`src/rtl/csa_pkg.sv`:
```
// Shared types and sizing for the carry-save stream accumulator.
package csa_pkg;

   localparam int unsigned DEF_WIDTH       = 16;
   localparam int unsigned DEF_GUARD       = 4;
   localparam int unsigned DEF_COUNT_WIDTH = 8;

   typedef enum logic [1:0] {
      ST_ACCUM   = 2'd0,
      ST_RESOLVE = 2'd1,
      ST_OUT     = 2'd2
   } state_t;

   // Accumulator width: operand width plus guard bits.
   function automatic int unsigned acc_width(input int unsigned width, input int unsigned guard);
      return width + guard;
   endfunction

endpackage

```
`src/rtl/csa_row.sv`:
```
// Combinational row of full adders: three operands in, sum and unshifted carry out.
module csa_row #(
   parameter int unsigned W = 20
) (
   input  logic [W-1:0] a,
   input  logic [W-1:0] b,
   input  logic [W-1:0] c,
   output logic [W-1:0] sum,
   output logic [W-1:0] carry
);

   // Bitwise 3:2 compression.
   always_comb begin
      sum   = a ^ b ^ c;
      carry = (a & b) | (a & c) | (b & c);
   end

endmodule

```
`src/rtl/csa_stream_accumulator.sv`:
```
// Accumulates a valid/ready operand stream in carry-save form and resolves
// one sum per frame with a single carry-propagate add after the last beat.
module csa_stream_accumulator
   import csa_pkg::*;
#(
   parameter int unsigned WIDTH       = DEF_WIDTH,
   parameter int unsigned GUARD       = DEF_GUARD,
   parameter int unsigned COUNT_WIDTH = DEF_COUNT_WIDTH,
   localparam int unsigned ACC_WIDTH  = acc_width(WIDTH, GUARD)
) (
   input  logic                   clk,
   input  logic                   rst,
   input  logic                   in_valid,
   output logic                   in_ready,
   input  logic [WIDTH-1:0]       in_data,
   input  logic                   in_last,
   output logic                   out_valid,
   input  logic                   out_ready,
   output logic [ACC_WIDTH-1:0]   out_sum,
   output logic [COUNT_WIDTH-1:0] out_count,
   output logic                   out_overflow
);

   state_t                 state;
   state_t                 state_next;
   logic                   take;
   logic                   resolve;
   logic                   release_out;

   logic [ACC_WIDTH-1:0]   s_q;
   logic [ACC_WIDTH-1:0]   c_q;
   logic [COUNT_WIDTH-1:0] count_q;
   logic                   ovf_q;

   logic [ACC_WIDTH-1:0]   operand;
   logic [ACC_WIDTH-1:0]   row_sum;
   logic [ACC_WIDTH-1:0]   row_carry;
   logic [ACC_WIDTH:0]     total;
   logic [COUNT_WIDTH-1:0] count_inc;

   assign operand = ACC_WIDTH'(in_data);

   csa_row #(
      .W(ACC_WIDTH)
   ) u_row (
      .a    (s_q),
      .b    (c_q),
      .c    (operand),
      .sum  (row_sum),
      .carry(row_carry)
   );

   // Final carry-propagate add with carry-out, and saturating beat count.
   always_comb begin
      total     = (ACC_WIDTH + 1)'(s_q) + (ACC_WIDTH + 1)'(c_q);
      count_inc = (count_q == {COUNT_WIDTH{1'b1}}) ? count_q : count_q + COUNT_WIDTH'(1);
   end

   // State register.
   always_ff @(posedge clk) begin
      if (rst) begin
         state <= ST_ACCUM;
      end else begin
         state <= state_next;
      end
   end

   // Next-state and datapath control strobes.
   always_comb begin
      state_next  = state;
      take        = 1'b0;
      resolve     = 1'b0;
      release_out = 1'b0;
      case (state)
         ST_ACCUM: begin
            if (in_valid && in_ready) begin
               take = 1'b1;
               if (in_last) begin
                  state_next = ST_RESOLVE;
               end
            end
         end
         ST_RESOLVE: begin
            resolve    = 1'b1;
            state_next = ST_OUT;
         end
         ST_OUT: begin
            if (out_ready) begin
               release_out = 1'b1;
               state_next  = ST_ACCUM;
            end
         end
         default: begin
            state_next = ST_ACCUM;
         end
      endcase
   end

   // Carry-save accumulator, result registers and registered handshake outputs.
   always_ff @(posedge clk) begin
      if (rst) begin
         s_q          <= '0;
         c_q          <= '0;
         count_q      <= '0;
         ovf_q        <= 1'b0;
         out_valid    <= 1'b0;
         out_sum      <= '0;
         out_count    <= '0;
         out_overflow <= 1'b0;
         in_ready     <= 1'b1;
      end else begin
         in_ready <= (state_next == ST_ACCUM);
         if (take) begin
            s_q     <= row_sum;
            c_q     <= {row_carry[ACC_WIDTH-2:0], 1'b0};
            ovf_q   <= ovf_q | row_carry[ACC_WIDTH-1];
            count_q <= count_inc;
         end
         if (resolve) begin
            out_sum      <= total[ACC_WIDTH-1:0];
            out_count    <= count_q;
            out_overflow <= ovf_q | total[ACC_WIDTH];
            out_valid    <= 1'b1;
         end
         if (release_out) begin
            out_valid <= 1'b0;
            s_q       <= '0;
            c_q       <= '0;
            count_q   <= '0;
            ovf_q     <= 1'b0;
         end
      end
   end

endmodule
```
`config.mk`:
```
export PLATFORM = sky130hd
export DESIGN_NAME = csa_stream_accumulator
export DESIGN_NICKNAME = d
export VERILOG_FILES = /design/src/rtl/csa_pkg.sv /design/src/rtl/csa_row.sv /design/src/rtl/csa_stream_accumulator.sv
export SDC_FILE = /design/constraint.sdc
export NUM_CORES = 1
export LEC_CHECK = 0
export ABC_AREA = 1
export BUFFER_PORTS_ARGS = -buffer_cell sky130_fd_sc_hd__buf_2
export CAP_MARGIN = 20
export CORE_ASPECT_RATIO = 0.8
export CORE_MARGIN = 5
export CORE_UTILIZATION = 58
export DETAILED_ROUTE_END_ITERATION = 6
export GPL_TIMING_DRIVEN = 0
export PLACE_DENSITY = 0.79
export SYNTH_ARGS = -nofsm -noshare
export SYNTH_HDL_FRONTEND = slang
export SYNTH_SLANG_ARGS = --single-unit
```
`constraint.sdc`:
```
create_clock -name clk -period 2.3 [get_ports clk]
set_input_delay 0.115 -clock clk [delete_from_list [all_inputs] [get_ports clk]]
set_output_delay 0.115 -clock clk [all_outputs]
set_load 0.05 [all_outputs]
```
==> results.toml, run 1 <==
[synthesis]
synth.distinct_cells = 30
yosysSeqAreaShare = 0.372
ys_ff_latch = 81
postSynthCellCount = 596
syn_avg_cell_area_sq_um = 7.31
syn-num-nets = 654
ys_warn_count = 0
synth_area_sq_um = 4360

[final_layout]
antennaDiodeCount = 0
fin_cells = 753
nFillCells = 665
final_nets = 716
final_area_sq_um = 4960
area_delta_synth_final_pct = 13.9
drive_above_1_share = 0.160
utilization = 0.674

[floorplanning]
start_util = 0.592
core-area_sq_um = 7360
dieArea_sq_um = 9360
pin_count = 52
die_h_um = 87.5
rows = 28
chipWidth_um = 107

[cts]
cts_tree = "built"
clockBufferDepth = 2
postCtsSetupBuffers = 0
path_clk_slew_ns = 0.09
clock-root-buffer = "clkbuf_8"
clk_latency_ns = 0.36
htreeDepth = 3
cts.sinks = 81
cts_made_buffers = 9

[detailed_routing]
num_vias = 4023
drtIter0Drc = 235
route.detailed.drc = 0
dr.pass1.iters = 5
antenna_left = 0
vias_per_cell = 5.34
drt-total-wl_mm = 10.8
routedWlPerCell_um = 14.4

[timing]
hold_viol_final = 0
fmax_ghz = 0.482
setup_viol = 0
period_needed_ns = 2.08
fin_skew_ns = 0.0129
rsz0062_at_grt = "no"
slew-limit-headroom = 0.595
post-route-period-util = 0.903
worst_slack_ns = 0.224
fin_setup_tns_ns = 0
worstMarginPinSlew_ns = 0.607
hold_slack_ns = 0.0654
final_max_slew_viol_count = 0

[global_routing]
grt_pass1_wl_mm = 18.3
antenna_found_initial = 0
grt_remaining_overflow = 0
first_global_vias = 3911
grt_use_total = 0.248
grt_max_degree = 17

[job]
drv_cap = 0

[placement]
gp_congestion = 0.943
placedInstanceArea_sq_um = 4720
place.detailed.hpwl_mm = 8.20
post-place-cells = 736
post-place-ws_ns = 0.181
portBuffers = 50

[power]
pwr-share-seq = 0.459
leakagePower_nw = 2.44
p_per_area_nw_per_um2 = 678
switching_power_mw = 1.07
p_int_mw = 2.30
peakVddDrop_mv = 0.441
clockPowerShare = 0.361
combPwrFrac = 0.179
switching_share = 0.317
p_total_mw = 3.36

[critical_path]
start_kind = "flop"
cp_max_fo = 4
path_class = "flop to flop"
crit_required_ns = 2.57
arrival_ns = 2.35
worstSetupEndpointType = "flop"

[hold_path]
hp-class = "input port to flop"

[outcome]
status = "finished, final reports clean"
## registers in the layout (all words and copies together) (netlist names)
signal        cells
out_sum          20
s_q              20
c_q              19
count_q           8
out_count         8
state             2
in_ready          1
out_overflow      1
out_valid         1
ovf_q             1
## repair_timing
action                     4_1_cts  5_1_grt
resized for setup                0        2
hold buffers                     1        0
setup endpoints to repair        0        3
hold endpoints to repair         1        0
## worst max-delay path: stages, from the launching register on
cell	delay [ns]
dfxtp_1	0.41
ha_2	0.25
inv_1	0.06
fa_1	0.41
inv_1	0.12
nand3_1	0.07
nand3_1	0.12
nand2_1	0.08
nand2_2	0.13
nand2_1	0.08
nand3_1	0.07
nand3_1	0.08
nand2_1	0.07
inv_1	0.03
## power groups by stage
stage	clock network, mW	logic, mW	registers (mW)
final	1.21	0.604	1.55
after global routing	1.31	0.666	1.56
after CTS	1.23	0.599	1.54
after detailed placement	0	0.593	1.58
after global placement	0	0.578	1.57
after floorplan	0	0.329	1.67
## cells in the mapped netlist, drive strengths merged
cell / number / share of area
a211oi: 1 / 0.0017
a21oi: 72 / 0.084
and2: 2 / 0.0029
and3: 1 / 0.0014
buf: 18 / 0.021
clkbuf: 4 / 0.0034
dfxtp: 81 / 0.37
fa: 16 / 0.074
ha: 21 / 0.060
inv: 63 / 0.055
nand2: 160 / 0.14
nand3: 34 / 0.045
nand4: 1 / 0.0014
nor2: 71 / 0.062
nor3: 3 / 0.0060
o211ai: 1 / 0.0017
o21ai: 37 / 0.043
xnor2: 2 / 0.0040
xor2: 8 / 0.016
## cell families (layout without fill, tap and decap cells)
logic type | Yosys count | after routing | synth area share
buffers and inverters | 85 | 152 | 0.0796
AO/OA/AOI/OAI | 111 | 111 | 0.131
AND/OR/NAND/NOR | 272 | 272 | 0.263
flip-flops | 81 | 81 | 0.372
adder cells (fa/ha/maj) | 37 | 37 | 0.134
XOR/XNOR | 10 | 10 | 0.0201
## placed cells by master, fill, tap and decap left out, drive strengths merged
cell type / synthesis / layout
nor2: 71 / 71
dfxtp: 81 / 81
nand3: 34 / 34
dlygate4sd3: 0 / 1
nand4: 1 / 1
a21oi: 72 / 72
xor2: 8 / 8
o211ai: 1 / 1
bufinv: 0 / 2
ha: 21 / 21
a211oi: 1 / 1
o21ai: 37 / 37
and2: 2 / 2
nand2: 160 / 160
fa: 16 / 16
and3: 1 / 1
clkbuf: 4 / 13
xnor2: 2 / 2
inv: 63 / 68
nor3: 3 / 3
buf: 18 / 68
## metal layers
metal	vias to the layer above	wire length [um]	part of all wire	global-route usage
li1	2017	-	-	-
met3	13	844	0.078	0.0630
met2	142	4960	0.46	0.402
met4	0	102	0.0094	0.0639
met5	-	0	0	0
met1	1851	4940	0.46	0.334
## final cells by class
cell class / instances / area [sq um] / area share
tap: 90 / 113 / 0.0227
sequential: 81 / 1620 / 0.327
inverter: 63 / 239 / 0.0482
clock inverter: 7 / 104 / 0.0209
multi-input combinational: 430 / 2390 / 0.482
buffer: 22 / 108 / 0.0217
clock buffer: 9 / 124 / 0.0250
timing repair buffer: 51 / 260 / 0.0524
## path summary, 6_finish.rpt
path	depth (start not counted)	slack [ns]	end	start
worst min register to register	2	0.47	ovf_q	ovf_q
worst min-delay path	4	0.07	state[1]	out_ready
worst max register to register	13	0.22	out_sum[17]	s_q[1]
worst max-delay path	13	0.22	out_sum[17]	s_q[1]
No activity file was read; power rests on OpenSTA's default activity.
==> inputs of run 2 (changes only) <==
--- a/config.mk
+++ b/config.mk
@@ -8,12 +8,14 @@
 export ABC_AREA = 1
 export BUFFER_PORTS_ARGS = -buffer_cell sky130_fd_sc_hd__buf_2
 export CAP_MARGIN = 20
+export CELL_PAD_IN_SITES_DETAIL_PLACEMENT = 1
+export CELL_PAD_IN_SITES_GLOBAL_PLACEMENT = 2
 export CORE_ASPECT_RATIO = 0.8
 export CORE_MARGIN = 5
-export CORE_UTILIZATION = 58
+export CORE_UTILIZATION = 33
 export DETAILED_ROUTE_END_ITERATION = 6
 export GPL_TIMING_DRIVEN = 0
-export PLACE_DENSITY = 0.79
+export PLACE_DENSITY_LB_ADDON = 0.1
 export SYNTH_ARGS = -nofsm -noshare
 export SYNTH_HDL_FRONTEND = slang
 export SYNTH_SLANG_ARGS = --single-unit
==> run 2 against run 1 <==
Net effect:
- sequential power hardly changed
- cell count is 11% higher
- core utilization is 28 points lower
- combinational power is 3% higher
- global-route usage is 6.8 points lower
- clock skew is 0.0015 ns lower
- first-iteration DRC count is 49% lower
- sequential share of layout area is 1.1 points lower
==> results.toml, run 2 (same netlist as run 1, synthesis figures left out) <==
[critical_path]
cp_max_fo = 4
arrival_ns = 2.30
worstSetupEndpointType = "flop"
cp-startpoint = "c_q[1]"
path_cells = "ha_4 > inv_1 > fa_1 > inv_1 > nand3_1 > nand3_1 > nand2_1 > nand2_1 > nand2_1 > nand3_1 > nand3_1 > nand2_1 > inv_1"
regToRegEndpoint = "out_sum[17]"
start_kind = "flop"
r2r-start = "c_q[1]"
crit_required_ns = 2.54
crit_slowest_cell = "fa_1"
path_class = "flop to flop"
slowest_delay_ns = 0.40
crit_end = "out_sum[17]"
worst_r2r_path_depth = 13
r2r_setup_slack_ns = 0.23

[cts]
cts_made_buffers = 9
clk_latency_ns = 0.34
cts_tree = "built"
cts.sinks = 81
clock-root-buffer = "clkbuf_16"
postCtsSetupBuffers = 0
htreeDepth = 3
ctsHoldBuffers = 0
clockBufferDepth = 2
cts-resized-gates = 0
path_clk_slew_ns = 0.06

[final_layout]
antennaDiodeCount = 0
final_nets = 715
final_cell_mix = "nand2_1, dfxtp_1, a21oi_1, nor2_1, buf_2"
nFillCells = 1616
area_delta_synth_final_pct = 18.0
reg_top3 = "out_sum x20, s_q x20, c_q x19"
final_area_sq_um = 5140
final_common_cell = "nand2_1"
drive_above_1_share = 0.162

[detailed_routing]
routedWlPerCell_um = 15.9
route.detailed.drc = 0
drtIter0Drc = 119
vias_per_cell = 4.80
dr.pass1.iters = 4
num_vias = 4016
antenna_left = 0
drt-total-wl_mm = 13.3

[timing]
final_max_slew_viol_count = 0
worstMarginPinSlew_ns = 0.694
fin_setup_tns_ns = 0
period_needed_ns = 2.07
fmax_ghz = 0.484
rsz0062_at_grt = "no"
hold_viol_final = 0
setup_viol = 0
post-route-period-util = 0.899
slew-limit-headroom = 0.537
fin_skew_ns = 0.0114

[placement]
placedInstanceArea_sq_um = 4830
gp_congestion = 0.845
place.detailed.hpwl_mm = 10.4
portBuffers = 50

[global_routing]
grt_max_degree = 16
grt_remaining_overflow = 0
grt_use_total = 0.180
grt_pass1_wl_mm = 22.5
antenna_found_initial = 0
first_global_vias = 4240

[floorplanning]
start_util = 0.337
rows = 37
pin_count = 52
chipWidth_um = 138
dieArea_sq_um = 15600
die_h_um = 113
core-area_sq_um = 12900

[power]
p_per_area_nw_per_um2 = 711
switching_share = 0.310
switching_power_mw = 1.13
pwr-share-seq = 0.424
combPwrFrac = 0.170
p_int_mw = 2.52
peakVddDrop_mv = 0.413
leakagePower_nw = 2.47
clockPowerShare = 0.405

[job]
drv_cap = 0

[outcome]
status = "finished, final reports clean"

[hold_path]
hp-class = "input port to flop"
hold_depth = 3
run 2: area by class of cell:
class                           instances  area (sq um)  area share
Multi-Input combinational cell        430          2400       0.467
Sequential cell                        81          1620       0.316
Timing Repair Buffer                   50           250      0.0487
Inverter                               63           239      0.0465
Clock buffer                            9           225      0.0438
Tap cell                              175           219      0.0426
Buffer                                 22           108      0.0209
Clock inverter                          7          76.3      0.0148
run 2: power groups by stage:
stage / registers [mW] / logic, mW / clock network [mW]
4_1_cts: 1.55 / 0.633 / 1.53
5_1_grt: 1.56 / 0.699 / 1.59
3_3_place_gp: 1.58 / 0.609 / 0
3_5_place_dp: 1.58 / 0.628 / 0
6_report: 1.55 / 0.623 / 1.48
2_1_floorplan: 1.67 / 0.329 / 0
run 2: per-layer routing:
layer | up-vias | track usage | share of wire
met5 | - | 0 | 0
met4 | 0 | 0.0402 | 0.0044
met3 | 2 | 0.0355 | 0.036
met2 | 54 | 0.296 | 0.46
met1 | 1939 | 0.247 | 0.50
li1 | 2021 | - | -
run 2: how the worst min path moves through the flow:
stage	from	endpoint	slack, ns
floorplan	in_last	state[0]	0.25
global placement	in_last	state[0]	0.38
detailed placement	in_last	state[0]	0.39
CTS	in_last	state[0]	0.03
global route	in_last	state[0]	0.05
finish	in_last	state[0]	0.04
run 2: stage by stage:
| stage | total power, mW | hold WS, ns | setup slack [ns] | util | cells |
|---|---|---|---|---|---|
| finish | 3.66 | 0.0446 | 0.233 | 0.398 | 837 |
| global route | 3.85 | 0.0458 | 0.00957 | 0.398 | 837 |
| floorplan | 2.00 | 0.254 | 0.510 | - | 596 |
| CTS | 3.72 | 0.0331 | 0.0784 | 0.397 | 837 |
| detailed placement | 2.21 | 0.391 | 0.0892 | 0.374 | 821 |
| global placement | 2.18 | 0.379 | 0.106 | 0.374 | 821 |
run 2: worst max-delay path, delay by kind of cell, from the launching register on:
kind                     cells  cell delay [ns]
adder cells (fa/ha/maj)      2             0.57
AND/OR/NAND/NOR              8             0.84
flip-flops                   1             0.38
buffers and inverters        3             0.20
==> inputs of run 3 (changes only) <==
--- a/config.mk
+++ b/config.mk
@@ -18,4 +18,5 @@
 export PLACE_DENSITY_LB_ADDON = 0.1
 export SYNTH_ARGS = -nofsm -noshare
 export SYNTH_HDL_FRONTEND = slang
+export SYNTH_HIERARCHICAL = 1
 export SYNTH_SLANG_ARGS = --single-unit
==> run 3 against run 2 <==
Net effect:
- setup slack worse by 0.021 ns
- synthesized cell count is 0.17% higher
- die area is 0.87% higher
- combinational power is 0.8% higher
- via count is 0.20% higher
- area after synthesis is 0.95% higher
- count of clock-buffer cells in the layout stayed put
- first-iteration DRC count is 63% higher
- sequential share of layout area is 0.39 points lower
- total power is 2.6% higher
- hold slack worse by 0.0098 ns
==> results.toml, run 3 <==
[detailed_routing]
vias_per_cell = 4.78
routedWlPerCell_um = 15.8
antenna_left = 0
route.detailed.drc = 0
num_vias = 4024
drt-total-wl_mm = 13.3
dr.pass1.iters = 4
drtIter0Drc = 194

[cts]
cts_tree = "built"
htreeDepth = 3
clock-root-buffer = "clkbuf_16"
clk_latency_ns = 0.34
path_clk_slew_ns = 0.06
cts_made_buffers = 9
cts.sinks = 81
clockBufferDepth = 2
ctsHoldBuffers = 0

[critical_path]
crit_buf_inv = 3
path_cells = "ha_2 > inv_1 > fa_1 > inv_1 > nand3_1 > nand3_1 > nand2_1 > nand2_1 > nand2_1 > nand3_1 > nand3_1 > nand2_1 > inv_1"
crit_slowest_cell = "fa_1"
arrival_ns = 2.33
critPathTopFamily = "simple AND/OR/NAND/NOR gates"
start_kind = "flop"
slowest_delay_ns = 0.40
path_depth = 13
path_class = "flop to flop"
crit_required_ns = 2.54
cp_max_fo = 3
worstSetupEndpointType = "flop"
worst_r2r_path_depth = 13

[placement]
placedInstanceArea_sq_um = 4880
gp_congestion = 0.864
portBuffers = 50
post-place-ws_ns = 0.132
post-place-cells = 826
place.detailed.hpwl_mm = 10.6

[synthesis]
yosysTopAreaCell = "dfxtp_1"
synth_top_area_frac = 0.369
synth.distinct_cells = 30
synth_common_cells = "nand2_1, dfxtp_1, a21oi_1"
synth_edf_count = 0
yosysSeqAreaShare = 0.369
postSynthCellCount = 597
yosys-top-cells-area = "dfxtp_1, nand2_1, fa_1"
synth.most_common_cell = "nand2_1"
ys_warn_count = 6
ys_ff_latch = 81
syn_avg_cell_area_sq_um = 7.37
synth_area_sq_um = 4400
async_reset_ff_frac = 0
synth_ff_type = "dfxtp_1"

[final_layout]
reg_top3 = "out_sum x20, s_q x20, c_q x19"
final_cell_mix = "nand2_1, dfxtp_1, a21oi_1, nor2_1, buf_2"
final_nets = 724
fin_cells = 842
area_delta_synth_final_pct = 18.4
antennaDiodeCount = 0
final_common_cell = "nand2_1"
utilization = 0.402
final_area_sq_um = 5210
drive_above_1_share = 0.138

[timing]
worst_slack_ns = 0.212
final_max_slew_viol_count = 0
setup_viol = 0
fmax_ghz = 0.479
hold_slack_ns = 0.0348
slew-limit-headroom = 0.624
worstMarginPinSlew_ns = 0.564
rsz0062_at_grt = "no"
post-route-period-util = 0.908
fin_setup_tns_ns = 0
fin_skew_ns = 0.00721
period_needed_ns = 2.09
hold_viol_final = 0

[job]
drv_cap = 0

[floorplanning]
dieArea_sq_um = 15800
start_util = 0.339
chipWidth_um = 139
pin_count = 52
die_h_um = 113
core-area_sq_um = 13000
rows = 37

[global_routing]
grt_use_total = 0.174
grt_pass1_wl_mm = 21.9
grt_max_degree = 15
antenna_found_initial = 0
grt_remaining_overflow = 0
first_global_vias = 4255

[hold_path]
hold_depth = 3
hp-class = "input port to flop"

[power]
p_total_mw = 3.75
p_per_area_nw_per_um2 = 720
leakagePower_nw = 2.43
peakVddDrop_mv = 0.323

[outcome]
status = "finished, final reports clean"
==> run 3: changes by cell type after synthesis, moves of 3 or more <==
cell / before / now
o21bai_1: 0 / 3
nand2_1: 153 / 161
nand2_2: 5 / 0
clkbuf_1: 4 / 7
buf_2: 17 / 10
o21ai_1: 8 / 3
fa_1: 16 / 21
a21oi_1: 70 / 75
o21ai_0: 28 / 33
nand3_1: 29 / 24
inv_1: 61 / 57
==> run 3: power breakdown <==
group	switching (mW)	internal [mW]
Combinational	0.431	0.197
Clock	0.609	0.951
Sequential	0.0765	1.49
==> run 3: worst min-delay path, delay by kind of cell <==
kind | cells | cell delay, ns
AND/OR/NAND/NOR | 2 | 0.11
buffers and inverters | 1 | 0.10
==> run 3: repair_timing <==
action	in CTS	in global routing
buffers inserted	0	0
resized for setup	0	3
setup endpoints to repair	0	2
==> run 3: per-layer routing <==
layer  vias up  global-route usage  wire, um
met1      1938               0.231      6740
met5         -                   0         0
met4         0              0.0469       159
met2        49               0.291      6060
li1       2024                   -         -
met3        13              0.0342       377
==> run 3: logic make-up (layout without fill, tap and decap cells) <==
| kind of cell | Yosys count | after routing | synth area share |
|---|---|---|---|
| DFF | 81 | 81 | 0.369 |
| buffers and inverters | 80 | 146 | 0.0751 |
| and+or+nand+nor | 269 | 269 | 0.250 |
| xor gates and xnor gates | 8 | 8 | 0.0159 |
| AOI/OAI and AO/OA | 117 | 117 | 0.137 |
| adders and majority gates | 41 | 41 | 0.152 |
| other | 1 | 5 | 0.000853 |
==> run 3: layout make-up <==
class	instances	area [sq um]
Clock buffer	9	225
Tap cell	175	219
Clock inverter	7	93.8
Multi-Input combinational cell	440	2460
Timing Repair Buffer	50	250
Fill cell	1627	7760
Sequential cell	81	1620
Inverter	59	224
Buffer	21	106
==> run 3: worst paths after layout <==
path                start           to  slack [ns]
setup / recovery   s_q[1]  out_sum[13]        0.21
hold / removal    in_last     state[0]        0.03
setup reg to reg   s_q[1]  out_sum[13]        0.21
hold reg to reg     ovf_q        ovf_q        0.47
